--- config.mk ---
export PLATFORM = sky130hd
export DESIGN_NAME = auth_engine_scheduler
export DESIGN_NICKNAME = d
export VERILOG_FILES = /design/src/rtl/auth_sched_pkg.sv /design/src/rtl/crypto_iter_engine.sv /design/src/rtl/auth_engine_scheduler.sv
export SDC_FILE = /design/constraint.sdc
export NUM_CORES = 2
export LEC_CHECK = 0
export ABC_CLOCK_PERIOD_IN_PS = 10900
export CAP_MARGIN = 40
export CORE_AREA = 2 2 572 574
export CTS_CLUSTER_SIZE = 10
export DETAILED_ROUTE_END_ITERATION = 7
export DIE_AREA = 0 0 574 576
export PLACE_DENSITY = 0.4
export SYNTH_ARGS = -nofsm -noshare
export SYNTH_HDL_FRONTEND = slang
export SYNTH_SLANG_ARGS = --single-unit
--- constraint.sdc ---
create_clock -name clk -period 10.9 [get_ports clk]
set_input_delay 1.09 -clock clk [delete_from_list [all_inputs] [get_ports clk]]
set_output_delay 1.09 -clock clk [all_outputs]
set_load 0.02 [all_outputs]
--- src/rtl/auth_sched_pkg.sv ---
`default_nettype none
// ============================================================================
// Module   : auth_sched_pkg
// Purpose  : Shared types, constants and step functions for the shared
//            authentication engine scheduler. The step functions define the
//            PUF and hash192 arithmetic for both the RTL and its reference.
// Contents : op_e, status_e, state_e enums; HASH_IV/HASH_RK constants;
//            PUF_STEPS/HASH_ROUNDS; lfsr_step(); hash_round().
// Revision : 1.0 - initial release
// ============================================================================
package auth_sched_pkg;

  typedef enum logic [1:0] {
    OP_NONE = 2'b00,
    OP_PUF  = 2'b01,
    OP_HASH = 2'b10,
    OP_BAD  = 2'b11
  } op_e;

  typedef enum logic [1:0] {
    ST_OK    = 2'b00,
    ST_STALE = 2'b01,
    ST_BADOP = 2'b10
  } status_e;

  typedef enum logic [1:0] {
    S_IDLE  = 2'd0,
    S_CHECK = 2'd1,
    S_RUN   = 2'd2,
    S_DONE  = 2'd3
  } state_e;

  localparam logic [63:0] HASH_IV     = 64'hA5A5_A5A5_A5A5_A5A5;
  localparam logic [63:0] HASH_RK     = 64'hC3C3_C3C3_C3C3_C3C3;
  localparam int          PUF_STEPS   = 64;
  localparam int          HASH_ROUNDS = 4;

  // One PUF LFSR step: shift left, feedback taps 63/62/60/59 into bit 0.
  function automatic logic [63:0] lfsr_step(input logic [63:0] s);
    return {s[62:0], s[63] ^ s[62] ^ s[60] ^ s[59]};
  endfunction

  // One hash192 round i: mixes 64-bit chunk i of data and a shifted round key.
  function automatic logic [63:0] hash_round(input logic [63:0]  s,
                                             input logic [255:0] data,
                                             input logic [1:0]   i);
    logic [63:0] chunk;
    logic [63:0] rk;
    chunk = data[{i, 6'd0} +: 64];
    rk    = HASH_RK >> ({4'd0, i} * 6'd9);
    return (s ^ chunk) ^ ((s << 3) ^ (s >> 5)) ^ rk;
  endfunction

endpackage
`default_nettype wire

--- src/rtl/crypto_iter_engine.sv ---
`default_nettype none
// ============================================================================
// Module   : crypto_iter_engine
// Purpose  : Iterative PUF / hash192 engine, one step per clock.
// Ports    : clk, rst_n     - clock, async active-low reset
//            start_i        - load initial state and begin stepping
//            op_i [1:0]     - OP_HASH selects hash, anything else runs PUF
//            data_i [255:0] - operand, must stay stable while running
//            done_o         - high during the cycle of the final step
//            result_o[63:0] - value after the current step (valid with done_o)
// Revision : 1.0 - initial release
// ============================================================================
module crypto_iter_engine
  import auth_sched_pkg::*;
(
  input  logic         clk,
  input  logic         rst_n,
  input  logic         start_i,
  input  logic [1:0]   op_i,
  input  logic [255:0] data_i,
  output logic         done_o,
  output logic [63:0]  result_o
);

  logic        run_q, run_d;
  logic        hash_q, hash_d;
  logic [5:0]  cnt_q, cnt_d;
  logic [63:0] s_q, s_d;
  logic [63:0] w_step;
  logic [5:0]  w_last;

  assign w_step   = hash_q ? hash_round(s_q, data_i, cnt_q[1:0]) : lfsr_step(s_q);
  assign w_last   = hash_q ? 6'(HASH_ROUNDS - 1) : 6'(PUF_STEPS - 1);
  // Result is taken combinationally so the owner can leave RUN on the same
  // edge that applies the last step.
  assign done_o   = run_q && (cnt_q == w_last);
  assign result_o = w_step;

  always_comb begin
    run_d  = run_q;
    hash_d = hash_q;
    cnt_d  = cnt_q;
    s_d    = s_q;
    if (start_i) begin
      run_d  = 1'b1;
      hash_d = (op_i == OP_HASH);
      cnt_d  = '0;
      s_d    = (op_i == OP_HASH) ? HASH_IV : data_i[63:0];
    end else if (run_q) begin
      s_d = w_step;
      if (done_o) begin
        run_d = 1'b0;
        cnt_d = '0;
      end else begin
        cnt_d = cnt_q + 6'd1;
      end
    end
  end

  always_ff @(posedge clk or negedge rst_n) begin
    if (!rst_n) begin
      run_q  <= 1'b0;
      hash_q <= 1'b0;
      cnt_q  <= '0;
      s_q    <= '0;
    end else begin
      run_q  <= run_d;
      hash_q <= hash_d;
      cnt_q  <= cnt_d;
      s_q    <= s_d;
    end
  end

endmodule
`default_nettype wire

--- src/rtl/auth_engine_scheduler.sv ---
`default_nettype none
// ============================================================================
// Module   : auth_engine_scheduler
// Purpose  : Shares one iterative PUF/hash engine among NUM_REQ requesters
//            with round-robin arbitration and timestamp freshness checking.
// Ports    : clk, rst_n            - clock, async active-low reset
//            req_valid/req_ready   - per-requester handshake (ready one-hot)
//            req_op/req_data/req_ts- per-requester op, operand, timestamp
//            now_ts                - free-running 64-bit cycle counter
//            rsp_valid/rsp_ready   - response handshake
//            rsp_id/data/status    - tagged result (data 0 unless OK)
//            busy                  - scheduler not idle
//            cnt_ok/cnt_rej        - saturating response statistics
// Revision : 1.0 - initial release
// ============================================================================
module auth_engine_scheduler
  import auth_sched_pkg::*;
#(
  parameter int  NUM_REQ          = 4,
  parameter int  ACCEPTABLE_DELAY = 10,
  parameter int  CNT_W            = 16,
  localparam int IDW              = $clog2(NUM_REQ)
) (
  input  logic                     clk,
  input  logic                     rst_n,
  input  logic [NUM_REQ-1:0]       req_valid,
  output logic [NUM_REQ-1:0]       req_ready,
  input  logic [2*NUM_REQ-1:0]     req_op,
  input  logic [256*NUM_REQ-1:0]   req_data,
  input  logic [64*NUM_REQ-1:0]    req_ts,
  output logic [63:0]              now_ts,
  output logic                     rsp_valid,
  input  logic                     rsp_ready,
  output logic [IDW-1:0]           rsp_id,
  output logic [63:0]              rsp_data,
  output logic [1:0]               rsp_status,
  output logic                     busy,
  output logic [CNT_W-1:0]         cnt_ok,
  output logic [CNT_W-1:0]         cnt_rej
);

  state_e             state_q, state_d;
  logic [IDW-1:0]     rr_q, rr_d;
  logic [IDW-1:0]     id_q, id_d;
  logic [1:0]         op_q, op_d;
  logic [255:0]       data_q, data_d;
  logic [63:0]        ts_q, ts_d;
  logic [63:0]        now_q;
  logic [63:0]        rsp_data_q, rsp_data_d;
  logic [1:0]         status_q, status_d;
  logic [CNT_W-1:0]   cnt_ok_q, cnt_ok_d;
  logic [CNT_W-1:0]   cnt_rej_q, cnt_rej_d;

  logic [1:0]         w_op   [NUM_REQ];
  logic [255:0]       w_data [NUM_REQ];
  logic [63:0]        w_ts   [NUM_REQ];
  logic               w_any;
  logic [IDW-1:0]     w_grant;
  logic [IDW:0]       w_idx;
  logic [63:0]        w_age;
  logic               w_eng_start;
  logic               w_eng_done;
  logic [63:0]        w_eng_result;

  for (genvar g = 0; g < NUM_REQ; g++) begin : g_unpack
    assign w_op[g]   = req_op[2*g +: 2];
    assign w_data[g] = req_data[256*g +: 256];
    assign w_ts[g]   = req_ts[64*g +: 64];
  end

  // Circular search starting at rr_q; the first valid requester wins.
  always_comb begin
    w_any   = 1'b0;
    w_grant = '0;
    w_idx   = '0;
    for (int k = 0; k < NUM_REQ; k++) begin
      w_idx = {1'b0, rr_q} + (IDW+1)'(k);
      if (w_idx >= (IDW+1)'(NUM_REQ)) begin
        w_idx = w_idx - (IDW+1)'(NUM_REQ);
      end
      if (!w_any && req_valid[w_idx[IDW-1:0]]) begin
        w_any   = 1'b1;
        w_grant = w_idx[IDW-1:0];
      end
    end
  end

  // Unsigned subtraction makes a future timestamp look very old.
  assign w_age = now_q - ts_q;

  always_comb begin
    state_d     = state_q;
    rr_d        = rr_q;
    id_d        = id_q;
    op_d        = op_q;
    data_d      = data_q;
    ts_d        = ts_q;
    rsp_data_d  = rsp_data_q;
    status_d    = status_q;
    cnt_ok_d    = cnt_ok_q;
    cnt_rej_d   = cnt_rej_q;
    w_eng_start = 1'b0;
    req_ready   = '0;
    case (state_q)
      S_IDLE: begin
        if (w_any) begin
          req_ready[w_grant] = 1'b1;
          id_d    = w_grant;
          op_d    = w_op[w_grant];
          data_d  = w_data[w_grant];
          ts_d    = w_ts[w_grant];
          rr_d    = (w_grant == IDW'(NUM_REQ - 1)) ? '0 : w_grant + IDW'(1);
          state_d = S_CHECK;
        end
      end
      S_CHECK: begin
        if (op_q != OP_PUF && op_q != OP_HASH) begin
          status_d   = ST_BADOP;
          rsp_data_d = '0;
          state_d    = S_DONE;
        end else if (w_age > 64'(ACCEPTABLE_DELAY)) begin
          status_d   = ST_STALE;
          rsp_data_d = '0;
          state_d    = S_DONE;
        end else begin
          w_eng_start = 1'b1;
          state_d     = S_RUN;
        end
      end
      S_RUN: begin
        if (w_eng_done) begin
          rsp_data_d = w_eng_result;
          status_d   = ST_OK;
          state_d    = S_DONE;
        end
      end
      S_DONE: begin
        if (rsp_ready) begin
          if (status_q == ST_OK) begin
            if (cnt_ok_q != '1) cnt_ok_d = cnt_ok_q + CNT_W'(1);
          end else begin
            if (cnt_rej_q != '1) cnt_rej_d = cnt_rej_q + CNT_W'(1);
          end
          state_d = S_IDLE;
        end
      end
      default: state_d = S_IDLE;
    endcase
  end

  always_ff @(posedge clk or negedge rst_n) begin
    if (!rst_n) begin
      state_q    <= S_IDLE;
      rr_q       <= '0;
      id_q       <= '0;
      op_q       <= '0;
      data_q     <= '0;
      ts_q       <= '0;
      now_q      <= '0;
      rsp_data_q <= '0;
      status_q   <= '0;
      cnt_ok_q   <= '0;
      cnt_rej_q  <= '0;
    end else begin
      state_q    <= state_d;
      rr_q       <= rr_d;
      id_q       <= id_d;
      op_q       <= op_d;
      data_q     <= data_d;
      ts_q       <= ts_d;
      now_q      <= now_q + 64'd1;
      rsp_data_q <= rsp_data_d;
      status_q   <= status_d;
      cnt_ok_q   <= cnt_ok_d;
      cnt_rej_q  <= cnt_rej_d;
    end
  end

  crypto_iter_engine u_engine (
    .clk      (clk),
    .rst_n    (rst_n),
    .start_i  (w_eng_start),
    .op_i     (op_q),
    .data_i   (data_q),
    .done_o   (w_eng_done),
    .result_o (w_eng_result)
  );

  assign now_ts     = now_q;
  assign rsp_valid  = (state_q == S_DONE);
  assign rsp_id     = id_q;
  assign rsp_data   = rsp_data_q;
  assign rsp_status = status_q;
  assign busy       = (state_q != S_IDLE);
  assign cnt_ok     = cnt_ok_q;
  assign cnt_rej    = cnt_rej_q;

endmodule
`default_nettype wire
==> results.md <==
- Run status: finished, final reports clean
- TritonCTS clock tree: built
- Post-cts sizing count: 0
- Violation count after the first detailed-route iteration: about 3,500
- Detailed placement HPWL: 277,200 µm
- Top flip-flop cell by instance count after synthesis: sky130_fd_sc_hd__dfrtp_1
- Worst slew pin tran: ~1100 ps
- Via total after detailed routing: approximately 48,000
- Post-layout instance count excluding filler cells: approximately 12,000
- Number of placed cells counting well taps: roughly 11,000
- Die height: around 580 µm
- Setup TNS: 0 ps
- Overall power of the completed layout: about 6200 µW
- Combinational family with the most area after synthesis: simple AND/OR/NAND/NOR gates
- Initial cell density of the core: 0.1291
- Total nets after synthesis: approximately 7,300
- Gate Count Post-Synth: 5,875
- Worst Setup Start Kind: register
- # port buffers: 1,464
- WL final: roughly 330,000 µm
- Number of storage elements in the synthesis netlist: about 560
- R2r worst-path depth: 16
- Number of buffers inserted by post-CTS setup repair: 0
- Xor/xnor share of the synthesized area: 0.07281
- Clk sink count: between 500 and 600
- Hold violation count in the final report: 0
- Sequential fraction of the synthesis area: 0.3350
- Yosys synthesis warning count: 0
- Max-slew violation count: 0
- Multiplexer share of the synthesized area: 0.05204
- Rows: 210
- Number of buffers created by CTS: a little over 80
- Final setup violating endpoints: 0
- Cell class contributing the biggest share of worst-path delay: simple AND/OR/NAND/NOR gates
- Setup repair after global routing missed its margin: no
- Number of placed I/O pins: 1,465
- Final min period: between 5000 and 6000 ps
- Capture point of the worst reg-to-reg path: rsp_data[6]
- EDFF count, synth: 0
- Largest net degree at the start of global routing: ~200
- Distinct cells, synth: 85
- Via count of the first global-routing pass: 47,776
- Total global routing track utilization: 0.1905
- Antenna Nets Post-Route: 0
- Launch point of the worst reg-to-reg path: now_ts[27]
- IR Drop Worst-Case VDD: ~0.00011 V
- Reg-to-reg setup timing slack: around 5000 ps
- Relative area change from synthesis to final layout: 52.64%
- Final core occ: 0.1970
- Vias per Instance: 4.148
- Buffers plus inverters on the worst setup path: 3
- Ordered cell list for the critical path: ha_1 > nand4_1 > nor4_1 > nand2_1 > o31ai_1 > a21oi_2 > xnor2_1 > or4_1 > nor4_1 > nand4_1 > nor4b_4 > buf_4 > buf_4 > buf_16 > o21ai_0 > a22o_1
- Proportion of layout cells with a drive suffix above 1: 0.04721
- Data required time at the worst endpoint: 11,480 ps
- Average footprint of a synthesized cell: 7.146 µm²
- Summed instance area of the synthesized netlist: 41,980 µm²
- Number of remaining DRC errors: 0
- Die area: ~330,000 µm²
- NumNets Final: around 8,400
- H-tree levels: 3
- Clock input transition at the sequential cells of the worst setup and hold paths: 60 ps
- Static Leak: around 0.026 µW
- Number of iterations in the first detailed-routing pass: 6
- Clock latency on the worst-skew pair: between 700 and 800 ps
- Synth Area in Compound Gates: 0.1598
- Max-cap violations: 0
- Root buf cell: sky130_fd_sc_hd__clkbuf_16
- CP Launch Point: now_ts[27]
- Wire length of the first global-routing pass: ~430,000 µm
- Crit path DAT: 6480 ps
- Core Area: between 300,000 and 400,000 µm²
- Ys async rst share: 1.000
- CP max stage cell: sky130_fd_sc_hd__nor4_1
- Max frequency: approximately 170 MHz
- Post-CTS Hold Buffers: 0
- Delay contributed by the slowest stage of the critical path: 730 ps
- Synth Area in Simple Gates: 0.3052
- Critical path depth: 16
- Post-Synth Adder-Cell Area: 0.02492
- Worst setup path end: rsp_data[6]
- Die W: about 570 µm
- Worst-path fanout max: 63
- Kind of end point of the critical path: register
- Commonest cells after routing, fill and taps aside: 2,078 x sky130_fd_sc_hd__nand2_1, 1,463 x sky130_fd_sc_hd__clkdlybuf4s50_1, 708 x sky130_fd_sc_hd__o21ai_0
- Total gr overflow: 0
- Setup Crit Path Kind: reg2reg
- Routed length per instance: approximately 28 µm
- Type of the most critical hold path: in2async
- Maximum buffer depth of the clock tree: 3
- Initial antenna violation count: ~160
- Pwr/cell area: between 90 and 100 nW/µm²
- Final GP Congestion: 0.9574
- Most frequent standard cell in the layout excluding fill and tap cells: sky130_fd_sc_hd__nand2_1
- Period Utilization, post-route: 0.5413
- Worst slew slack as a fraction of its limit: 0.2977
- Layout Skew: between 50 and 60 ps
[worst reg2reg max path: stages, from the launching register on]
cell and delay [ps]:
sky130_fd_sc_hd__dfrtp_1 440, sky130_fd_sc_hd__ha_1 590, sky130_fd_sc_hd__nand4_1 390, sky130_fd_sc_hd__nor4_1 730, sky130_fd_sc_hd__nand2_1 160, sky130_fd_sc_hd__o31ai_1 290, sky130_fd_sc_hd__a21oi_2 90, sky130_fd_sc_hd__xnor2_1 140
sky130_fd_sc_hd__or4_1 470, sky130_fd_sc_hd__nor4_1 450, sky130_fd_sc_hd__nand4_1 300, sky130_fd_sc_hd__nor4b_4 430, sky130_fd_sc_hd__buf_4 320, sky130_fd_sc_hd__buf_4 390, sky130_fd_sc_hd__buf_16 290, sky130_fd_sc_hd__o21ai_0 150
sky130_fd_sc_hd__a22o_1 180
[Yosys cell counts (17+ instances only)]
cell type                  number  area share
sky130_fd_sc_hd__a211oi_1      33      0.0059
sky130_fd_sc_hd__a21oi_1      170       0.020
sky130_fd_sc_hd__a22o_1        64       0.013
sky130_fd_sc_hd__and3_1        32      0.0048
sky130_fd_sc_hd__buf_2         35      0.0042
sky130_fd_sc_hd__clkbuf_1     379       0.034
sky130_fd_sc_hd__dfrtp_1      562        0.33
sky130_fd_sc_hd__ha_1          82       0.024
sky130_fd_sc_hd__inv_1         88      0.0079
sky130_fd_sc_hd__mux2_2        34      0.0091
sky130_fd_sc_hd__mux2i_1       36      0.0086
sky130_fd_sc_hd__mux4_2        64       0.034
sky130_fd_sc_hd__nand2_1     2078        0.19
sky130_fd_sc_hd__nand3_1      510       0.061
sky130_fd_sc_hd__nand3b_1      38      0.0068
sky130_fd_sc_hd__nand4_1       49      0.0073
sky130_fd_sc_hd__nor2_1       184       0.016
sky130_fd_sc_hd__nor2b_1       35      0.0052
sky130_fd_sc_hd__nor3_1        37      0.0044
sky130_fd_sc_hd__o21a_1        18      0.0032
sky130_fd_sc_hd__o21ai_0      708       0.084
sky130_fd_sc_hd__o21ai_1       47      0.0056
sky130_fd_sc_hd__o31ai_1       17      0.0030
sky130_fd_sc_hd__xnor2_1      313       0.065
sky130_fd_sc_hd__xor2_1        36      0.0075
[routing by layer]
layer / vias up / GRT usage / routed length (µm)
met5: - / 0 / 238
met4: 34 / 0.05202 / 9918
met3: 371 / 0.03758 / 19170
met2: 1721 / 0.3128 / 151300
met1: 23380 / 0.2526 / 146900
li1: 22249 / - / -
[registers in the layout, summed over array words and instances, names as in the netlist]
| signal | cells |
|---|---|
| data_q | 256 |
| now_ts | 64 |
| rsp_data | 64 |
| ts_q | 64 |
| u_engine.s_q | 64 |
| cnt_ok | 16 |
| cnt_rej | 16 |
| u_engine.cnt_q | 6 |
| op_q | 2 |
| rr_q | 2 |
| rsp_id | 2 |
| rsp_status | 2 |
| state_q | 2 |
| u_engine.hash_q | 1 |
| u_engine.run_q | 1 |
[worst min-delay path by stage]
stage / startpoint / end / slack (ps) / cells after the start
2_1_floorplan: data_q[128] / data_q[128] / 440 / 2
3_3_place_gp: data_q[104] / data_q[104] / 460 / 2
3_5_place_dp: data_q[244] / data_q[244] / 470 / 2
4_1_cts: rst_n / data_q[30] / 380 / 1
5_1_grt: rst_n / ts_q[17] / 410 / 1
6_report: rst_n / now_ts[25] / 400 / 1
[through the flow]
stage          hold WS, ps  worst slack, ps  area [µm²]
3_5_place_dp         465.3             4976       61250
2_1_floorplan        444.6             6505       41980
5_1_grt              405.5             4711       64030
3_3_place_gp         456.7             4734       60950
4_1_cts              377.2             4966       63960
6_report             404.5             4999       64080
[power by group]
part / switching, µW / total [µW] / internal [µW]
Combinational: 760 / 1380 / 619
Clock: 1160 / 2740 / 1580
Sequential: 7.68 / 2120 / 2120
Total: 1930 / 6250 / 4320
[cell families after synthesis]
group                      Yosys count
muxes                              134
and+or+nand+nor                   3043
adders and majority gates           83
xor gates and xnor gates           349
buffers and inverters              531
AOI/OAI and AO/OA                 1173
DFF                                562
[layout make-up]
cell class	count	area [µm²]
Antenna cell	50	125.1
Fill cell	36921	261200
Timing Repair Buffer	1538	15510
Clock buffer	122	2362
Tap cell	4346	5438
Inverter	89	341.6
Multi-Input combinational cell	4782	25870
Sequential cell	562	14080
Clock inverter	24	350.3
Note: power is estimated with default switching activity, not from simulation.
